## src/rtl/convertidor_scheduler.sv

```systemverilog
// convertidor_scheduler
// Shares one parallel-to-serial converter among N requesters. A round-robin
// arbiter picks a winner in IDLE, the winner's word is loaded onto P_IN with
// a one-cycle S_START pulse, P_IN is held for the WORD_W-cycle shift-out, and
// GAP idle cycles follow before the next arbitration.
//
// Configuration macro: SCHED_PRIO0_EN
//   defined   - requester 0 wins whenever it requests in IDLE; a grant to
//               requester 0 leaves the round-robin pointer where it was.
//   undefined - pure round-robin over all N requesters.
//
// Ports
//   CLK      in   rising-edge clock
//   RESET    in   asynchronous active-low reset
//   REQ      in   [N]         level request per requester
//   DATA_IN  in   [N*WORD_W]  word of requester i at [i*WORD_W +: WORD_W]
//   GNT      out  [N]         one-hot pulse, word of requester i captured
//   P_IN     out  [WORD_W]    word to converter, held from LOAD to end of SHIFT
//   S_START  out  1           pulse to converter, coincident with LOAD
//   BUSY     out  1           high in LOAD, SHIFT and GAP
//   CUR_ID   out  [clog2(N)]  index of the requester being served
//   DONE     out  1           pulse in the first cycle after the last SHIFT cycle
module convertidor_scheduler #(
    parameter int N      = 4,
    parameter int WORD_W = 32,
    parameter int GAP    = 1
) (
    input  logic                    CLK,
    input  logic                    RESET,
    input  logic [N-1:0]            REQ,
    input  logic [N*WORD_W-1:0]     DATA_IN,
    output logic [N-1:0]            GNT,
    output logic [WORD_W-1:0]       P_IN,
    output logic                    S_START,
    output logic                    BUSY,
    output logic [$clog2(N)-1:0]    CUR_ID,
    output logic                    DONE
);

    localparam int IDW = $clog2(N);
    // One counter serves both the SHIFT and the GAP phase.
    localparam int CW  = $clog2(WORD_W + GAP + 1);

    typedef enum logic [1:0] {ST_IDLE, ST_LOAD, ST_SHIFT, ST_GAP} state_e;

    state_e              state_q, state_d;
    logic [CW-1:0]       cnt_q, cnt_d;
    logic [IDW-1:0]      ptr_q, ptr_d;
    logic [IDW-1:0]      cur_id_q, cur_id_d;
    logic [N-1:0]        gnt_q, gnt_d;
    logic [WORD_W-1:0]   p_in_q, p_in_d;
    logic                s_start_q, s_start_d;
    logic                busy_q, busy_d;
    logic                done_q, done_d;

    logic                found_s;
    logic                prio0_s;
    logic [IDW-1:0]      win_s;
    logic [IDW-1:0]      idx_s;
    logic [IDW:0]        sum_s;
    logic [WORD_W-1:0]   win_data_s;

    // Round-robin search starting at the pointer; the index wraps modulo N.
    always_comb begin
        found_s = 1'b0;
        prio0_s = 1'b0;
        win_s   = {IDW{1'b0}};
        idx_s   = {IDW{1'b0}};
        sum_s   = {(IDW+1){1'b0}};
        for (int i = 0; i < N; i++) begin
            sum_s = {1'b0, ptr_q} + (IDW+1)'(i);
            if (sum_s >= (IDW+1)'(N)) begin
                idx_s = IDW'(sum_s - (IDW+1)'(N));
            end else begin
                idx_s = IDW'(sum_s);
            end
            if (!found_s && REQ[idx_s]) begin
                found_s = 1'b1;
                win_s   = idx_s;
            end else begin
                found_s = found_s;
            end
        end
`ifdef SCHED_PRIO0_EN
        if (REQ[0]) begin
            prio0_s = 1'b1;
            win_s   = {IDW{1'b0}};
        end else begin
            prio0_s = 1'b0;
        end
`endif
    end

    // Word of the current winner.
    always_comb begin
        win_data_s = {WORD_W{1'b0}};
        for (int j = 0; j < N; j++) begin
            if (IDW'(j) == win_s) begin
                win_data_s = DATA_IN[j*WORD_W +: WORD_W];
            end else begin
                win_data_s = win_data_s;
            end
        end
    end

    // Next-state and next-output logic; BUSY follows the state being entered.
    always_comb begin
        state_d   = state_q;
        cnt_d     = cnt_q;
        ptr_d     = ptr_q;
        cur_id_d  = cur_id_q;
        p_in_d    = p_in_q;
        gnt_d     = {N{1'b0}};
        s_start_d = 1'b0;
        done_d    = 1'b0;
        busy_d    = busy_q;
        case (state_q)
            ST_IDLE: begin
                if (found_s) begin
                    state_d   = ST_LOAD;
                    gnt_d     = {{(N-1){1'b0}}, 1'b1} << win_s;
                    s_start_d = 1'b1;
                    p_in_d    = win_data_s;
                    cur_id_d  = win_s;
                    busy_d    = 1'b1;
                    if (prio0_s) begin
                        ptr_d = ptr_q;
                    end else if (win_s == IDW'(N-1)) begin
                        ptr_d = {IDW{1'b0}};
                    end else begin
                        ptr_d = win_s + IDW'(1);
                    end
                end else begin
                    busy_d = 1'b0;
                end
            end
            ST_LOAD: begin
                state_d = ST_SHIFT;
                cnt_d   = CW'(WORD_W - 1);
                busy_d  = 1'b1;
            end
            ST_SHIFT: begin
                if (cnt_q == CW'(0)) begin
                    done_d = 1'b1;
                    if (GAP > 0) begin
                        state_d = ST_GAP;
                        cnt_d   = CW'(GAP - 1);
                        busy_d  = 1'b1;
                    end else begin
                        state_d = ST_IDLE;
                        busy_d  = 1'b0;
                    end
                end else begin
                    cnt_d = cnt_q - CW'(1);
                end
            end
            ST_GAP: begin
                if (cnt_q == CW'(0)) begin
                    state_d = ST_IDLE;
                    busy_d  = 1'b0;
                end else begin
                    cnt_d = cnt_q - CW'(1);
                end
            end
            default: begin
                state_d = ST_IDLE;
                busy_d  = 1'b0;
            end
        endcase
    end

    // State and output registers; reset aborts any transfer immediately.
    always_ff @(posedge CLK or negedge RESET) begin
        if (!RESET) begin
            state_q   <= ST_IDLE;
            cnt_q     <= {CW{1'b0}};
            ptr_q     <= {IDW{1'b0}};
            cur_id_q  <= {IDW{1'b0}};
            gnt_q     <= {N{1'b0}};
            p_in_q    <= {WORD_W{1'b0}};
            s_start_q <= 1'b0;
            busy_q    <= 1'b0;
            done_q    <= 1'b0;
        end else begin
            state_q   <= state_d;
            cnt_q     <= cnt_d;
            ptr_q     <= ptr_d;
            cur_id_q  <= cur_id_d;
            gnt_q     <= gnt_d;
            p_in_q    <= p_in_d;
            s_start_q <= s_start_d;
            busy_q    <= busy_d;
            done_q    <= done_d;
        end
    end

    assign GNT     = gnt_q;
    assign P_IN    = p_in_q;
    assign S_START = s_start_q;
    assign BUSY    = busy_q;
    assign CUR_ID  = cur_id_q;
    assign DONE    = done_q;

endmodule

```

## config.mk

```make
export PLATFORM = sky130hd
export DESIGN_NAME = convertidor_scheduler
export DESIGN_NICKNAME = d
export VERILOG_FILES = /design/src/rtl/convertidor_scheduler.sv
export SDC_FILE = /design/constraint.sdc
export NUM_CORES = 1
export LEC_CHECK = 0
export BUFFER_PORTS_ARGS = -buffer_cell sky130_fd_sc_hd__buf_2
export CAP_MARGIN = 5
export CORE_ASPECT_RATIO = 1.1
export CORE_MARGIN = 5
export CORE_UTILIZATION = 45
export CTS_BUF_LIST = sky130_fd_sc_hd__clkbuf_16
export CTS_CLUSTER_DIAMETER = 150
export CTS_CLUSTER_SIZE = 10
export DETAILED_ROUTE_END_ITERATION = 10
export PLACE_DENSITY = 0.79
export SLEW_MARGIN = 20
export SYNTH_ARGS = -nofsm -noshare
export SYNTH_HDL_FRONTEND = slang
export SYNTH_SLANG_ARGS = --single-unit
```

## constraint.sdc

```tcl
create_clock -name CLK -period 2.4 [get_ports CLK]
set_input_delay 0.24 -clock CLK [delete_from_list [all_inputs] [get_ports CLK]]
set_output_delay 0.24 -clock CLK [all_outputs]
set_load 0.01 [all_outputs]
```

# Yosys cells after proc, flatten, opt, wreduce, memory -nomap -nowiden
# Index checks and enable logic that the tools add are counted.
# totals
ff_bits	51
input_bits	134
out_inout_bits	41
wordCells	93
# classes
addsub	9
order_cmp	8
eq_ne	11
shift	1
n_mux	41
n_reduce_logical	14
# ops
operator	count
$mux W32	4
$mux W2	12
$pmux W6 S3	1
$mux W1	14
$lt A2 B3 Y1 const B	4
$mux W6	2
$ge A3 B3 Y1 const B	3
$bmux W1 S2	4
$mux W4	2
$ne A2 B2 Y1 const B	4
$pmux W2 S4	1
$sub A2 B1 Y2 const B	4
$add A2 B2 Y3 const B	2
$eq A2 B2 Y1 const B	3
$logic_not A6 Y1	1
$reduce_and A2 Y1	3
$sub A6 B1 Y6 const B	1
$eq A2 B2 Y1 const A	2
$logic_not A2 Y1	2
$pmux W1 S4	1
$shl A1 B2 Y4 const A	1
$add A2 B1 Y3 const B	1
$ge A2 B3 Y1 const B	1
$logic_and A1 B1 Y1	3
6 further kinds	8

# Logic depth before layout (Yosys ltp)
# logic_depth
word_depth	19
mapped_depth	9
mapped_depth_nobuf	7

# Least setup slack after synthesis
# Ideal clock, no wire load.
# synth_path
kind	reg2reg
start	register ptr_q[1]
end	register p_in_q[16], in the netlist P_IN[16]
setup_time_ps	73
arrival_ps	2035
required_ps	2327
slack_ps	292
stages_incl_launch_ff	9
path_buffers	2
synth_period_minus_slack_ps	2108
path_cell_list	dfrtp_1 -> mux2i_1 -> nor2_1 -> or3_1 -> ha_1 -> buf_2 -> clkbuf_1 -> a221o_1 -> a2bb2oi_2
# synth_via
elab_chain_len	19
# synth_lines
element	line_no	rtl
start, declared	48	logic [IDW-1:0] ptr_q, ptr_d;
start signal, assigned	177	ptr_q <= {IDW{1'b0}};
start signal, assigned	187	ptr_q <= ptr_d;
branches (longest 19 deep; another with $add A2 B1 Y3)	n/a	
end signal, assigned	180	p_in_q <= {WORD_W{1'b0}};
end signal, assigned	190	p_in_q <= p_in_d;
end, declared	51	logic [WORD_W-1:0] p_in_q, p_in_d;
# Several ways; the timed one is not identified. The select of a mux whose other input is x is not followed.
# A chain may end at the register's enable or synchronous reset.

# Worst setup path in the final report
# layout_path
start	register ptr_q[1]
end	register p_in_q[5], in the netlist P_IN[5]
# Same word-level chain as after synthesis.

==> metrics.yaml <==
clockBufferDepth: 2
synth_largest_type_area_fraction_pct: 37.51
die_h_um: 101.2
switching_share_pct: 40.91
finalMaxSlewViolations: 0
crit_path_max_fanout: 42
buffer_ports.inserted: 174
fp.dieW_um: 92.90
cts_tree: "yes"
ys.warnings.count: 0
r2r-start: "ptr_q[1]"
holdWs_ps: 237.2
setup_viol: 0
power.sequential.fraction_pct: 26.5
setup.worst_path.start: "ptr_q[1]"
netlist_area_um2: 3402
timing.setup.critical_path_class: "flip-flop to flip-flop"
post-dp-hpwl_um: 8071
grt_max_degree: 43
netlist_instances: 368
utilization_pct: 61.63
floorplan.initialDensity_pct: 45.77
floorplan.io_pins: 175
layout_min_cycle_time_ps: 2224
leakage_nw: 2.258
combPwrFrac_pct: 60.1
mean_post_synth_cell_area_um2: 9.245
post_synth_most_frequent_cells: "a21oi_1 (68), dfrtp_1 (51), inv_1 (43)"
synth_seq_area_share_pct: 37.51
crit_path_start_kind: "flip-flop"
vias_after_detailed_routing: 3596
die_area_um2: 9401
async_flop_share_pct: 100.0
core_box_area_um2: 7432
worstPathArrival_ps: 2420
net_switching_power_mw: 2.399
synth_top_cells_by_area: "dfrtp_1 (38%), a21oi_1 (10%), a221o_1 (10%)"
areaGrowthSynthToFinish_pct: 34.64
n_antenna_cell: 0
worst_r2r_endpoint: "P_IN[5]"
max-cap-violations: 0
dr.first_iter.drc_count: 134
final_antenna_net_count: 0
synth_flop_cell: "dfrtp_1"
cts_max_level: 2
syn-num-nets: 510
synth_enable_flop_cells: 0
clock-root-buffer: "clkbuf_16"
detail_route.vias_per_cell: 5.847
fin_area_um2: 4581
fp-row-count: 33
route.detailed.wl_per_inst_um: 17.40
final-hold-violation-count: 0
rsz_0062_raised_after_global_routing: "false"
final_nets: 669
cts.sinks: 51
power_frac_clock_pct: 13.5
achievable-frequency_ghz: 0.4496
setup_tns_ps: 0
grt_remaining_overflow: 0
maxSlewHeadroom_pct: 55.80
number_of_clock_buffers_inserted_by_tritoncts: 5
synth.distinct_cells: 44
drt-total-wl_um: 10700
fillers: 629
drt_first_pass_iters: 5
crit_path_end_kind: "flip-flop"
first_pass_grt_wire_length_um: 17040
first_global_vias: 3681
power_mw: 5.865
grt_antenna_before_repair: 0
worst_slew_pin_slew_ps: 660.7
gp_routability_congestion: 0.8642
yosysMostFrequentCell: "a21oi_1"
required_ps: 2600
status: "completed"
timing.reg2reg.worst_path_depth: 7
power-per-cell-area_nw_per_um2: 1280
irDropWorstVdd_uv: 545.9
final_layout_size_suffix_gt1_share_pct: 40.72
gr-usage-all-layers_pct: 22.43
crit_path_end: "P_IN[5]"
insertion_delay_to_the_later_sink_of_the_worst_skew_pair_ps: 280
rrSetupSlack_ps: 180
period_share_pct: 92.67
synth_largest_area_cell: "dfrtp_1"
timing.hold.worst.class: "primary input to flip-flop"
route.detailed.drc: 0
placement.cell_area_um2: 4372
power_report.internal_total_mw: 3.466
post_route_clock_skew_ps: 5.267
ys_seq_elements: 51
clkTransAtPathRegs_ps: 70
power groups by stage:
| stage | logic, mW | clock network, mW | registers, mW |
|---|---|---|---|
| after floorplan | 2.31 | 0 | 1.67 |
| after global placement | 3.39 | 0 | 1.54 |
| after detailed placement | 3.48 | 0 | 1.55 |
| after CTS | 3.47 | 0.813 | 1.55 |
| after global routing | 3.84 | 0.851 | 1.59 |
| final | 3.52 | 0.789 | 1.55 |
worst max-delay path: stages (launching register included):
cell and delay (ps):
dfrtp_1 430, mux2i_1 220, nor2_1 110, or3_1 450, ha_4 240, buf_12 180
a221o_1 320, a2bb2oi_1 180
repair_timing:
| action | CTS | global route |
|---|---|---|
| setup buffers | 0 | 0 |
| resized for setup | 0 | 5 |
| setup endpoints to repair | 0 | 29 |
| hold buffers | 1 | 0 |
| hold endpoints to repair | 20 | 0 |
flip-flops by register name (all words and copies together) (netlist names):
signal / count
P_IN: 32
cnt_q: 6
GNT: 4
CUR_ID: 2
ptr_q: 2
state_q: 2
BUSY: 1
DONE: 1
S_START: 1
final cells by class:
| class | instances | area [um2] | area share [%] |
|---|---|---|---|
| multi-input cells | 239 | 1841 | 40.18 |
| flip-flops and latches | 51 | 1276 | 27.86 |
| repair buffers | 186 | 1026 | 22.40 |
| inverters | 44 | 165.2 | 3.606 |
| clock buffers | 5 | 125.1 | 2.731 |
| well taps | 87 | 108.9 | 2.376 |
| clock inverters | 3 | 38.79 | 0.8468 |
worst min-delay path by stage:
| stage | start | to | slack, ps | cells past startpoint |
|---|---|---|---|---|
| floorplan | RESET | BUSY | -60 | 0 |
| global placement | RESET | cnt_q[3] | 230 | 1 |
| detailed placement | RESET | cnt_q[2] | 230 | 1 |
| CTS | DATA_IN[118] | P_IN[22] | 230 | 3 |
| global route | DATA_IN[118] | P_IN[22] | 230 | 3 |
| finish | DATA_IN[124] | P_IN[28] | 240 | 3 |
layout by cell type (no fill, tap or decap), drive strengths merged, types with 2 or more instances in the layout:
cell,n
clkinv,2
inv,44
a221oi,2
nand2b,3
o41ai,2
nor4,2
nor3,4
buf,185
a21oi,68
a221o,34
o21ai,6
and3,5
a2bb2oi,32
clkbuf,5
mux2,2
nand2,6
ha,8
o211ai,2
nand3b,32
nor2,13
dfrtp,51
layer usage:
layer | vias to the layer above | track usage, % | wire length [um]
li1 | 1689 | - | -
met1 | 1701 | 28.06 | 4271
met2 | 182 | 38.89 | 5393
met3 | 24 | 4.235 | 726
met4 | 0 | 7.892 | 310
met5 | - | 0 | 0
metrics by stage:
stage / instances / setup WS, ps
2_1_floorplan: 368 / 291.6
3_3_place_gp: 606 / 174.8
3_5_place_dp: 606 / 96.20
4_1_cts: 615 / 90.35
5_1_grt: 615 / 39.20
6_report: 615 / 176.0
cells by family after synthesis:
| group | share of synthesized area, % |
|---|---|
| adder cells (fa/ha/maj) | 2.942 |
| AND/OR/NAND/NOR | 13.68 |
| flip-flops | 37.51 |
| multiplexers | 0.9562 |
| AO/OA/AOI/OAI | 35.27 |
| buffers and inverters | 9.636 |
Power figures use the tool's default switching activity.
